[config.mk]
export PLATFORM = sky130hd
export DESIGN_NAME = pwm_multichannel_flat
export DESIGN_NICKNAME = d
export VERILOG_FILES = /design/src/rtl/pwm_multichannel_if.sv /design/src/rtl/pwm_multichannel.sv /design/src/flat_wrapper.sv
export SDC_FILE = /design/constraint.sdc
export NUM_CORES = 1
export LEC_CHECK = 0
export ABC_AREA = 1
export BUFFER_PORTS_ARGS = -buffer_cell sky130_fd_sc_hd__buf_2
export CAP_MARGIN = 20
export CORE_MARGIN = 4
export CORE_UTILIZATION = 45
export CTS_CLUSTER_DIAMETER = 50
export DETAILED_ROUTE_END_ITERATION = 16
export PLACE_DENSITY = 0.67
export SLEW_MARGIN = 20
export SYNTH_ARGS = -nofsm -noshare
export SYNTH_HDL_FRONTEND = slang
export SYNTH_SLANG_ARGS = --single-unit
[constraint.sdc]
create_clock -name iCLK -period 2 [get_ports iCLK]
set_clock_uncertainty 0.05 [all_clocks]
set_input_delay 0.4 -clock iCLK [delete_from_list [all_inputs] [get_ports iCLK]]
set_output_delay 0.4 -clock iCLK [all_outputs]
set_load 0.03 [all_outputs]
[src/rtl/pwm_multichannel_if.sv]
// Control and output bundle of the multichannel PWM.
// PWM_COMPLEMENT_EN adds dead time and complementary outputs.
interface pwm_multichannel_if #(
  parameter int CH    = 4,
  parameter int W     = 8,
  parameter int PRE_W = 8
`ifdef PWM_COMPLEMENT_EN
  , parameter int DT_W = 4
`endif
);
  logic             iEnable;
  logic             iMode;
  logic [PRE_W-1:0] iPrescale;
  logic [W-1:0]     iPeriod;
  logic [CH*W-1:0]  iDuty;
  logic [CH-1:0]    oPWM;
  logic             oPeriodTick;
`ifdef PWM_COMPLEMENT_EN
  logic [DT_W-1:0]  iDeadTime;
  logic [CH-1:0]    oPWMn;

  modport master (
    output iEnable, iMode, iPrescale,
    output iPeriod, iDuty, iDeadTime,
    input  oPWM, oPeriodTick, oPWMn
  );
  modport slave (
    input  iEnable, iMode, iPrescale,
    input  iPeriod, iDuty, iDeadTime,
    output oPWM, oPeriodTick, oPWMn
  );
`else
  modport master (
    output iEnable, iMode, iPrescale,
    output iPeriod, iDuty,
    input  oPWM, oPeriodTick
  );
  modport slave (
    input  iEnable, iMode, iPrescale,
    input  iPeriod, iDuty,
    output oPWM, oPeriodTick
  );
`endif
endinterface

[src/rtl/pwm_multichannel.sv]
// N-channel PWM, shared prescaled time base, edge/center modes.
// Optional PWM_COMPLEMENT_EN: dead-time complementary outputs.
module pwm_multichannel #(
  parameter int CH    = 4,
  parameter int W     = 8,
  parameter int PRE_W = 8
`ifdef PWM_COMPLEMENT_EN
  , parameter int DT_W = 4
`endif
) (
  input logic               iCLK,
  input logic               inReset,
  pwm_multichannel_if.slave bus
);

  typedef enum logic {
    UP   = 1'b0,
    DOWN = 1'b1
  } dir_e;

  logic [PRE_W-1:0] pre_q, pre_d;
  logic [W-1:0]     cnt_q, cnt_d;
  logic [W-1:0]     per_q, per_d;
  logic [CH*W-1:0]  duty_q, duty_d;
  logic             mode_q, mode_d;
  dir_e             dir_q, dir_d;
  logic [CH-1:0]    pwm_q, pwm_d;
  logic             tick_q, tick_d;
  logic             ptick;
  logic             bnd;

  // time base step, boundary detect and shadow load
  always_comb begin
    pre_d  = pre_q;
    cnt_d  = cnt_q;
    dir_d  = dir_q;
    per_d  = per_q;
    duty_d = duty_q;
    mode_d = mode_q;
    bnd    = 1'b0;
    ptick  = (pre_q >= bus.iPrescale);
    if (!bus.iEnable) begin
      pre_d = '0;
      cnt_d = '0;
      dir_d = UP;
    end else if (ptick) begin
      pre_d = '0;
      if (!mode_q) begin
        bnd   = (cnt_q >= per_q);
        cnt_d = bnd ? '0 : cnt_q + 1'b1;
        dir_d = UP;
      end else if (per_q == '0) begin
        bnd   = 1'b1;
        cnt_d = '0;
        dir_d = UP;
      end else begin
        unique case (dir_q)
          UP: begin
            cnt_d = cnt_q + 1'b1;
            if (cnt_d >= per_q) dir_d = DOWN;
          end
          DOWN: begin
            bnd   = (cnt_q <= W'(1));
            cnt_d = bnd ? '0 : cnt_q - 1'b1;
            dir_d = bnd ? UP : DOWN;
          end
        endcase
      end
    end else begin
      pre_d = pre_q + 1'b1;
    end
    if (!bus.iEnable || bnd) begin
      per_d  = bus.iPeriod;
      duty_d = bus.iDuty;
      mode_d = bus.iMode;
    end
    tick_d = bnd;
  end

  // per-channel compare against the current shadow duty
  always_comb begin
    pwm_d = '0;
    for (int i = 0; i < CH; i++) begin
      pwm_d[i] = bus.iEnable &
                 (cnt_q < duty_q[i*W +: W]);
    end
  end

  // state and output registers
  always_ff @(posedge iCLK or negedge inReset) begin
    if (!inReset) begin
      pre_q  <= '0;
      cnt_q  <= '0;
      dir_q  <= UP;
      per_q  <= '0;
      duty_q <= '0;
      mode_q <= 1'b0;
      pwm_q  <= '0;
      tick_q <= 1'b0;
    end else begin
      pre_q  <= pre_d;
      cnt_q  <= cnt_d;
      dir_q  <= dir_d;
      per_q  <= per_d;
      duty_q <= duty_d;
      mode_q <= mode_d;
      pwm_q  <= pwm_d;
      tick_q <= tick_d;
    end
  end

  assign bus.oPeriodTick = tick_q;

`ifdef PWM_COMPLEMENT_EN
  logic [DT_W-1:0] dcnt_q [CH];
  logic [DT_W-1:0] dcnt_d [CH];
  logic            en_q;
  logic [CH-1:0]   ok;

  // dead counters restart on every raw edge and while idle
  always_comb begin
    for (int i = 0; i < CH; i++) begin
      dcnt_d[i] = dcnt_q[i];
      if (!bus.iEnable || (pwm_d[i] != pwm_q[i]))
        dcnt_d[i] = '0;
      else if (dcnt_q[i] != '1)
        dcnt_d[i] = dcnt_q[i] + 1'b1;
    end
  end

  // dead counter and enable registers
  always_ff @(posedge iCLK or negedge inReset) begin
    if (!inReset) begin
      en_q <= 1'b0;
      for (int i = 0; i < CH; i++) dcnt_q[i] <= '0;
    end else begin
      en_q <= bus.iEnable;
      for (int i = 0; i < CH; i++) dcnt_q[i] <= dcnt_d[i];
    end
  end

  // a level must outlast the dead time to reach a pin
  always_comb begin
    ok = '0;
    for (int i = 0; i < CH; i++)
      ok[i] = (dcnt_q[i] >= bus.iDeadTime);
  end

  assign bus.oPWM  = pwm_q & ok;
  assign bus.oPWMn = {CH{en_q}} & ~pwm_q & ok;
`else
  assign bus.oPWM = pwm_q;
`endif

endmodule
[src/flat_wrapper.sv]
// flat-port wrapper written by rule: the top's interface ports become plain ports
module pwm_multichannel_flat 
#(
  parameter int CH    = 4,
  parameter int W     = 8,
  parameter int PRE_W = 8

)
  (iCLK, inReset, bus_iEnable, bus_iMode, bus_iPrescale, bus_iPeriod, bus_iDuty, bus_oPWM, bus_oPeriodTick);
  pwm_multichannel_if #(.CH(CH), .W(W), .PRE_W(PRE_W)) bus_i ();
  input logic iCLK;
  input logic inReset;
  input wire logic [$bits(bus_i.iEnable)-1:0] bus_iEnable;
  input wire logic [$bits(bus_i.iMode)-1:0] bus_iMode;
  input wire logic [$bits(bus_i.iPrescale)-1:0] bus_iPrescale;
  input wire logic [$bits(bus_i.iPeriod)-1:0] bus_iPeriod;
  input wire logic [$bits(bus_i.iDuty)-1:0] bus_iDuty;
  output wire logic [$bits(bus_i.oPWM)-1:0] bus_oPWM;
  output wire logic [$bits(bus_i.oPeriodTick)-1:0] bus_oPeriodTick;
  assign bus_i.iEnable = bus_iEnable;
  assign bus_i.iMode = bus_iMode;
  assign bus_i.iPrescale = bus_iPrescale;
  assign bus_i.iPeriod = bus_iPeriod;
  assign bus_i.iDuty = bus_iDuty;
  assign bus_oPWM = bus_i.oPWM;
  assign bus_oPeriodTick = bus_i.oPeriodTick;
  pwm_multichannel #(.CH(CH), .W(W), .PRE_W(PRE_W)) u_core (.iCLK(iCLK), .inReset(inReset), .bus(bus_i));
endmodule
==> flow_results.org, run 1 <==
** Status
- The flow ran to the end, but the final reports show violations.
- Failing checks :: negative setup slack

** Critical path
- Of all nets on the critical path, the largest fanout is 14.
- Destination of the worst register-to-register timing path :: u_core.duty_q[19]
- The worst setup path is captured at a register.
- Critical path origin :: u_core.cnt_q[3]
- STA classifies the critical path startpoint as a register.
- The critical path ends at u_core.duty_q[19].
- Counting cells, the worst reg-to-reg path comes to 12.
- Register-to-register setup slack :: -30 ps
- In this run the critical register-to-register path is launched from u_core.cnt_q[3].
- At the worst endpoint, the arrival time is 2230 ps.
- Data on the critical path is required at its endpoint by 2190 ps.
- Type of the worst setup path :: register to register

** Clock tree
- The H-tree generated during clock tree synthesis spans 3 levels.
- The later pin in the worst-skew pair is clocked with a latency of 360 ps.
- After clock tree synthesis, the clock-pin slew on the worst setup and hold paths is 70 ps.
- TritonCTS built the clock tree.
- Counting the buffers created by CTS gives 9.
- Clock root cell :: sky130_fd_sc_hd__clkbuf_8
- No sink is reached through more buffers than the 2 on the longest clock path.
- Number of sinks driven by the clock tree :: 63

** Floorplan
- Number of primary I/O pins :: 57
- The core region is 9370 µm².
- Chip width :: 107 µm
- For this configuration, the core starts out at a cell density of 46.8%.
- DIE AREA :: 11400 µm²
- Height of the chip :: 107 µm
- Core Rows :: 35

** Drt
- Via count of the routed design :: 4165
- Vias per cell :: 5.01
- Total length of routed wires :: 11200 µm
- Violation count after the first detailed-route iteration :: 203
- Wire per inst :: 13.4 µm
- DRC violations left :: 0
- Once detail routing completed, the nets flagged for antenna violations numbered 0.
- The first detailed-routing pass ran for 4 iterations.

** STA
- Achievable Freq :: 492 MHz
- For the pin with the worst max-slew slack, the measured transition is 395 ps.
- The routed design could run at a clock period as short as 2030 ps.
- Least setup slack across all paths after layout :: -32.9 ps
- Final setup vio count :: 35
- The final number of max-transition violations was 0.
- Hold_ws :: 190 ps
- In this run the tightest slew margin relative to its limit is 73.4%.
- Fin. Hold Viols :: 0
- In the final timing run, aggregate negative setup slack is -506 ps.
- Share of the cycle needed by the critical path after routing :: 102%
- Setup repair after global routing could not meet its margin everywhere.

** Placed design
- At the placement stage, the worst setup path has a slack of -63.7 ps.
- Gp weighted congestion :: 0.947
- Once placement completed, the tool counted placed cells totaling 807.
- Port Buf Inserts :: 56
- Detailed placement finished with a half-perimeter wire length of 8170 µm.

** Yosys
- Count of flip-flops with a built-in enable after synthesis :: 0
- Post-synthesis sequential element count :: 63
- Summing the areas of all xor and xnor instances in the mapped netlist gives 1.40% of the synthesized area.
- Synth cell count leaders :: 182 x sky130_fd_sc_hd__nand2_1, 77 x sky130_fd_sc_hd__inv_1, 63 x sky130_fd_sc_hd__dfrtp_1, 59 x sky130_fd_sc_hd__nand3_1, 56 x sky130_fd_sc_hd__ha_1
- After synthesis, flip-flops and latches occupy 36.0% of the total area.
- In the synthesized netlist the async set-or-reset flop fraction comes to 100%.
- Mapped Nets :: 701
- In this run the mean area of a mapped cell was 7.39 µm².
- Dominant combinational cell family by area after synthesis :: simple AND/OR/NAND/NOR gates
- Mapped cell area :: 4380 µm²
- The synthesized netlist devotes 28.9% of its cell area to simple gates.
- Number of warning messages in the yosys log :: 0
- Post-Synthesis Cells :: 593
- Mux cell area share after synthesis :: 0%
- Top_reg_cell synth :: sky130_fd_sc_hd__dfrtp_1
- The synthesized design spends more area on one cell type than any other, namely sky130_fd_sc_hd__dfrtp_1.
- Area fraction in compound gates after synthesis :: 8.28%
- The top cell type by area accounts for 36.0% of the synthesized area.
- Ranking of synthesized cells by area :: sky130_fd_sc_hd__dfrtp_1 36%, sky130_fd_sc_hd__ha_1 16%, sky130_fd_sc_hd__nand2_1 16%, sky130_fd_sc_hd__nand3_1 6.7%, sky130_fd_sc_hd__inv_1 6.6%
- After Yosys synthesis, full adders, half adders and majority gates account for 16.0% of the synthesized area.
- Most common cell in the netlist :: sky130_fd_sc_hd__nand2_1
- Synth cell types :: 26

** GRT
- Initial antenna violation count :: 0
- Pin count of the biggest net entering global routing :: 64
- Via count of the first global-routing pass :: 4210
- For this run the aggregate overflow at the end of global routing stands at 0.
- Global-route wire length before repair :: 19200 µm
- Global routing used 21.0% of the available tracks across all layers.

** Final layout
- The finished layout holds 832 standard cells, fillers aside.
- Fin nets :: 806
- Of the cells placed in the final design, the portion with a size suffix greater than 1 is 21.5%.
- Total inserted antenna cells :: 0
- Relative to the synthesized area, the layout overhead comes to 25.2%.
- The filler cells instantiated in the layout total 886.
- In the final layout, the multi-input gates occupy 2460 µm².
- Across the whole layout, storage elements account for 1580 µm².

** Run
- Max-cap violation count :: 0

** Power and ir drop
- For this design the ratio of total power to cell area is 586 nW/µm².
- Power comes to 3.21 mW.
- IR analysis of the VDD net gives a maximum drop of 0.000371 V.
- Lkg Pwr :: 3.12 nW

** Min path
- The min-delay analysis places its worst path in the category primary input to register.
[flip-flops by register name, summed over array words and instances (netlist names)]
register	count
u_core.duty_q	32
u_core.cnt_q	8
u_core.per_q	8
u_core.pre_q	8
u_core.bus.oPWM	4
u_core.bus.oPeriodTick	1
u_core.dir_q	1
u_core.mode_q	1
[worst min-delay path by stage]
stage	end	cells after the start	start	slack, ps
floorplan	u_core.bus.oPWM[0]	0	inReset	50
global placement	u_core.duty_q[21]	2	inReset	380
detailed placement	u_core.duty_q[21]	2	inReset	390
CTS	u_core.duty_q[11]	3	bus_iDuty[11]	180
global route	u_core.duty_q[14]	3	bus_iDuty[14]	190
finish	u_core.duty_q[8]	3	bus_iDuty[8]	190
[report_power, final]
| part | internal [mW] | switching (mW) | total [mW] | leakage, nW |
|---|---|---|---|---|
| combinational | 0.278 | 0.372 | 0.650 | 2.23 |
| clock | 0.602 | 0.538 | 1.14 | 0.0981 |
| sequential | 1.37 | 0.0578 | 1.42 | 0.793 |
[area by class of cell]
cell class                 count  area share (%)
clock buffer                  10            2.51
clock inverter                 6            1.09
inverter                      79            5.43
multi-input combinational    432            44.9
sequential                    63            28.8
tap                          129            2.94
timing repair buffer         113            14.4
[routing by layer]
metal	vias to the layer above	global-route usage [%]	part of all wire, %
met4	0	8.31	2.5
li1	2125	-	-
met5	-	0	0
met1	1904	26.8	45
met3	23	4.09	5.9
met2	113	34.8	47
[logic make-up (layout without fill, tap and decap cells)]
logic type,count (synthesis),in the layout
DFF,63,63
xor gates and xnor gates,7,7
adders and majority gates,56,56
buffers and inverters,98,208
AOI/OAI and AO/OA,68,68
and+or+nand+nor,301,301
[critical path, cell delays in order (launching register included)]
cell,delay [ps]
sky130_fd_sc_hd__dfrtp_1,440
sky130_fd_sc_hd__ha_1,310
sky130_fd_sc_hd__nand2_1,90
sky130_fd_sc_hd__inv_1,50
sky130_fd_sc_hd__nand2_1,60
sky130_fd_sc_hd__nand2_1,70
sky130_fd_sc_hd__nand2_1,80
sky130_fd_sc_hd__nand4_1,220
sky130_fd_sc_hd__nand3_4,150
sky130_fd_sc_hd__nand2_4,90
sky130_fd_sc_hd__clkbuf_16,190
sky130_fd_sc_hd__nand2_1,60
sky130_fd_sc_hd__nand2_1,40
[cell usage in the layout, fill, tap and decap left out]
| cell type | synthesis | final |
|---|---|---|
| sky130_fd_sc_hd__o21ai_1 | 0 | 1 |
| sky130_fd_sc_hd__ha_1 | 56 | 53 |
| sky130_fd_sc_hd__ha_4 | 0 | 3 |
| sky130_fd_sc_hd__nand3_4 | 1 | 1 |
| sky130_fd_sc_hd__dlygate4sd3_1 | 0 | 1 |
| sky130_fd_sc_hd__nand3_1 | 59 | 59 |
| sky130_fd_sc_hd__nand3_2 | 1 | 1 |
| sky130_fd_sc_hd__o21bai_1 | 1 | 1 |
| sky130_fd_sc_hd__bufinv_16 | 0 | 1 |
| sky130_fd_sc_hd__clkbuf_16 | 0 | 1 |
| sky130_fd_sc_hd__inv_2 | 1 | 2 |
| sky130_fd_sc_hd__a21oi_2 | 1 | 2 |
| sky130_fd_sc_hd__inv_1 | 77 | 76 |
| sky130_fd_sc_hd__nand2_1 | 182 | 178 |
| sky130_fd_sc_hd__a211oi_1 | 4 | 4 |
| sky130_fd_sc_hd__nor2_2 | 2 | 6 |
| sky130_fd_sc_hd__o21a_1 | 2 | 2 |
| sky130_fd_sc_hd__nand4_1 | 10 | 10 |
| sky130_fd_sc_hd__dfrtp_2 | 0 | 1 |
| sky130_fd_sc_hd__nor3_1 | 3 | 2 |
| sky130_fd_sc_hd__buf_2 | 5 | 56 |
| sky130_fd_sc_hd__clkinv_2 | 0 | 4 |
| sky130_fd_sc_hd__buf_4 | 3 | 50 |
| sky130_fd_sc_hd__xor2_1 | 7 | 7 |
| sky130_fd_sc_hd__dfrtp_1 | 63 | 62 |
| sky130_fd_sc_hd__clkbuf_8 | 0 | 10 |
| sky130_fd_sc_hd__nand2_4 | 1 | 1 |
| sky130_fd_sc_hd__a31oi_1 | 1 | 1 |
| sky130_fd_sc_hd__nor2_1 | 42 | 38 |
| sky130_fd_sc_hd__nand2_2 | 0 | 4 |
| sky130_fd_sc_hd__clkinvlp_4 | 0 | 2 |
| sky130_fd_sc_hd__buf_12 | 0 | 5 |
| sky130_fd_sc_hd__nor3_4 | 0 | 1 |
| sky130_fd_sc_hd__a21oi_1 | 34 | 33 |
| sky130_fd_sc_hd__o21ai_0 | 25 | 24 |
[metrics by stage]
step | utilization (%) | area, µm²
after global placement | 54.8 | 5130
after CTS | 58.0 | 5430
after floorplan | - | 4390
after detailed placement | 54.8 | 5130
final | 58.6 | 5490
after global routing | 58.6 | 5490
[what timing repair did]
item | 4_1_cts | 5_1_grt
endpoints found under the setup margin | 44 | 53
cloned | 0 | 1
resized for setup | 11 | 5
endpoints found under the hold margin | 1 | 0
setup buffers | 5 | 2
hold buffers | 1 | 0
pin swaps | 5 | 1
No activity file was read; power rests on OpenSTA's default activity.
==> run 2: changes to the inputs <==
--- a/config.mk
+++ b/config.mk
@@ -5,9 +5,8 @@
 export SDC_FILE = /design/constraint.sdc
 export NUM_CORES = 1
 export LEC_CHECK = 0
-export ABC_AREA = 1
+export ABC_AREA = 0
 export BUFFER_PORTS_ARGS = -buffer_cell sky130_fd_sc_hd__buf_2
-export CAP_MARGIN = 20
 export CORE_MARGIN = 4
 export CORE_UTILIZATION = 45
 export CTS_CLUSTER_DIAMETER = 50
==> run 2 against run 1 <==
  * Die area decreased by 2.9%
  * Critical path type unchanged
  * Area after synthesis decreased by 3.1%
  * The run still ends with negative setup slack left
  * Sequential share of layout area shrank 1.2 points
==> flow_results.org, run 2 <==
** Status
- Result of the run :: finished, violations left
- Failing checks :: negative setup slack

** Floorplan
- Core Rows :: 35 (unchanged)
- Core Area :: 9200 µm² (-1.9%)
- Number of primary I/O pins :: 57 (unchanged)
- Chip width :: 105 µm (-1.4%)
- The area of the die came to 11100 µm² (-2.9%).
- The chip height was 105 µm (-1.4%).
- Initial Utilization :: 46.2% (-0.59 points)

** GRT
- The global-route track usage on met2 is 33.4% (-1.4 points).
- The number of global-route vias before repair is 3615 (-14%).
- The wire length of the first global-routing pass is 17100 µm (-11%).
- Busiest layer in global routing :: met2
- The final global-route overflow total is 0 (unchanged).
- The routing usage on met3 is 3.58% (-0.51 points).
- The global routing met1 resource utilization was 24.6% (-2.2 points).
- The initial antenna violation count came to 0 (unchanged).
- Global-route usage over all layers :: 19.3% (-1.6 points)
- Pin count of the biggest net entering global routing :: 64 (unchanged)

** Drt
- Wire per inst :: 16.3 µm (+21%)
- DR pass1 iterations :: 4 (unchanged)
- Vias per cell :: 5.31 (+6.1%)
- The number of nets with antenna violations after routing was 0 (unchanged).
- The DRC violations left is 0 (unchanged).
- The number of DRC violations after detailed-routing iteration 0 is 137 (-33%).
- Via count of the routed design :: 3383 (-19%)
- Total length of routed wires :: 10400 µm (-7.1%)

** Critical path
- Register-to-register setup slack :: -260 ps (-230 ps)
- Destination of the worst register-to-register timing path :: u_core.duty_q[10]
- Critical path startpoint category :: register
- The worst path arrival time was 2440 ps (+210 ps).
- Worst r2r src :: u_core.per_q[5]
- The top fanout value on the critical path came to 8 (-6).
- Setup crit end kind :: register
- Number of cell instances on the worst register-to-register path :: 9 (-3)
- The worst setup path is of the register to register kind.
- Required time of the worst setup path :: 2180 ps (about the same)

** Yosys
- Post-Synthesis Cells :: 385 (-35%)
- The number of synthesized flops with an enable pin is 0 (unchanged).
- Top_reg_cell synth :: sky130_fd_sc_hd__dfrtp_1
- Async set or reset register ratio after synthesis :: 100% (unchanged)
- Synth cell types :: 48 (+85%)
- Sorting the synthesized cells by area gives the leading types as sky130_fd_sc_hd__dfrtp_1 37%, sky130_fd_sc_hd__ha_1 17%, sky130_fd_sc_hd__mux2_4 14%, sky130_fd_sc_hd__inv_1 4.3%, sky130_fd_sc_hd__nor2_1 2.3%.
- The post-synth net total is 493 (-30%).
- The register bit total from synthesis was 63 (unchanged).
- Mean post-synth cell area :: 11.0 µm² (+49%)
- The area share of the largest cell type after synthesis is 37.1% (+1.2 points).
- The total number of yosys warnings was 0 (unchanged).
- The sequential element share of the synthesized area came to 37.1% (+1.2 points).
- Sorting the synthesized cells by how often they occur yields 63 x sky130_fd_sc_hd__dfrtp_1, 56 x sky130_fd_sc_hd__ha_1, 49 x sky130_fd_sc_hd__inv_1, 39 x sky130_fd_sc_hd__mux2_4, 26 x sky130_fd_sc_hd__nor2_1.
- Most common cell in the netlist :: sky130_fd_sc_hd__dfrtp_1
- The mapped cell area was 4250 µm² (-3.1%).
- The synthesized design spends more area on one cell type than any other, namely sky130_fd_sc_hd__dfrtp_1.

** Clock tree
- TritonCTS clock tree :: built
- The number of H-tree levels is 3 (unchanged).
- Clock tree synthesis selected as its root buffer the cell sky130_fd_sc_hd__clkbuf_8.
- Clock buffers created by TritonCTS :: 9 (unchanged)
- Total of hold buffers inserted after clock tree synthesis :: 0 (-1)
- Number of sinks driven by the clock tree :: 63 (unchanged)
- The clock-pin slew on the worst setup and hold paths came to 70 ps (about the same).
- Later-pin clock latency in the skew report :: 340 ps (-20 ps)
- The buffer levels on the longest clock path is 2 (unchanged).

** Final layout
- Layout fillers :: 764 (-14%)
- The utilization of the core after routing was 62.6% (+4.0 points).
- Most frequent cells in the layout :: 69 x sky130_fd_sc_hd__buf_4, 57 x sky130_fd_sc_hd__dfrtp_1, 56 x sky130_fd_sc_hd__buf_2
- Fin nets :: 629 (-22%)
- Synth-to-layout area growth :: 35.5%
- Top reg by flops :: u_core.duty_q
- Most common cell after layout, fill and taps aside :: sky130_fd_sc_hd__buf_4
- Final non-filler cell total :: 637 (-23%)
- The ratio of cells with drive above 1 in the final layout was 47.3% (+26 points).
- The antenna diode count was 0 (unchanged).
- Number of flip-flops under the largest register name :: 32 (unchanged)

** STA
- Achievable Freq :: 442 MHz (-10%)
- The final count of negative-setup-slack endpoints is 49 (+40%).
- The final number of max-transition violations was 0 (unchanged).
- Max-Slew Margin vs Limit :: 66.2% (-7.2 points)
- The transition at the pin with the smallest max-transition slack came to 503 ps (+108 ps).
- Share of the cycle needed by the critical path after routing :: 113% (+11 points)
- Fin. Hold Viols :: 0 (unchanged)
- The minimum clock period was 2260 ps (+227 ps).
- Least setup slack across all paths after layout :: -260 ps (-227 ps)
- Setup TNS :: -11000 ps (-10490 ps)
- RSZ-0062 raised after global routing :: yes

** Placed design
- Detailed-placement wirelength estimate :: 7160 µm (-12%)
- The worst setup slack after placement was -515 ps (-452 ps).
- Port Buf Inserts :: 56 (unchanged)
- Gp weighted congestion :: 0.889 (-6.1%)
- The number of placed instances, taps included was 608 (-25%).

** Power and ir drop
- The cell leakage power came to 3.03 nW (-2.7%).
- Power per unit of standard cell area :: 590 nW/µm² (+0.70%)
- The worst-case vdd ir drop came to 0.000366 V (-1.4%).

** Min path
- Tightest Hold Check Type :: primary input to asynchronous set/reset pin

** Run
- Max-cap violation count :: 0 (unchanged)
run 2: routing by layer:
metal,vias to the layer above,wire (µm)
li1,1644,-
met1,1650,4550
met2,78,5220
met3,11,489
met4,0,114
met5,-,0
run 2: logic make-up (layout without fill, tap and decap cells):
kind of cell	Yosys count	count (layout)	synth area share (%)
AOI/OAI and AO/OA	75	75	12.2
xor gates and xnor gates	16	16	3.30
adders and majority gates	56	56	16.5
buffers and inverters	61	202	7.40
DFF	63	63	37.1
muxes	41	41	14.3
and+or+nand+nor	73	73	9.14
run 2: cell type report:
cell class / instances / area (µm²) / area share (%)
repair buffers: 137 / 985 / 17.1
inverters: 49 / 186 / 3.24
flip-flops and latches: 63 / 1580 / 27.5
clock buffers: 11 / 151 / 2.63
clock inverters: 5 / 80.1 / 1.39
well taps: 111 / 139 / 2.41
multi-input cells: 261 / 2630 / 45.7
run 2: what timing repair did:
item / 4_1_cts / 5_1_grt
setup endpoints to repair: 61 / 62
pin swaps: 7 / 15
buffers inserted: 5 / 7
cloned: 1 / 1
gates resized for setup: 51 / 21
run 2: power by group:
group	internal (mW)	switching, mW	leakage, nW	total (mW)
Combinational	0.382	0.289	2.16	0.671
Clock	0.767	0.516	0.112	1.28
Sequential	1.37	0.0654	0.764	1.44
Total	2.52	0.871	3.03	3.39
run 2: worst max-delay path by stage:
stage | cells past startpoint | end | slack (ps) | start
after floorplan | 11 | u_core.duty_q[11] | -440 | u_core.pre_q[0]
after global placement | 9 | u_core.duty_q[13] | -480 | bus_iPrescale[0]
after detailed placement | 9 | u_core.duty_q[12] | -520 | bus_iPrescale[0]
after CTS | 9 | u_core.duty_q[30] | -280 | u_core.pre_q[0]
after global routing | 7 | u_core.duty_q[4] | -350 | u_core.cnt_q[6]
final | 9 | u_core.duty_q[10] | -260 | u_core.per_q[5]
run 2: worst max-delay path, stage by stage (launching register included):
cell and delay [ps]:
sky130_fd_sc_hd__dfrtp_1 380, sky130_fd_sc_hd__inv_1 100, sky130_fd_sc_hd__ha_4 260, sky130_fd_sc_hd__and3_4 190, sky130_fd_sc_hd__buf_6 90, sky130_fd_sc_hd__o211ai_1 90
sky130_fd_sc_hd__o21ai_2 210, sky130_fd_sc_hd__a31o_4 270, sky130_fd_sc_hd__clkbuf_16 200, sky130_fd_sc_hd__mux2_4 300
run 2: metrics by stage:
stage                     area (µm²)  hold WS, ps  power [mW]
final                           5750         6.13        3.39
after global routing            5750         38.4        3.57
after CTS                       5600         19.5        3.41
after detailed placement        5090          390        2.04
after global placement          5090          381        2.02
after floorplan                 4270         54.4        1.81
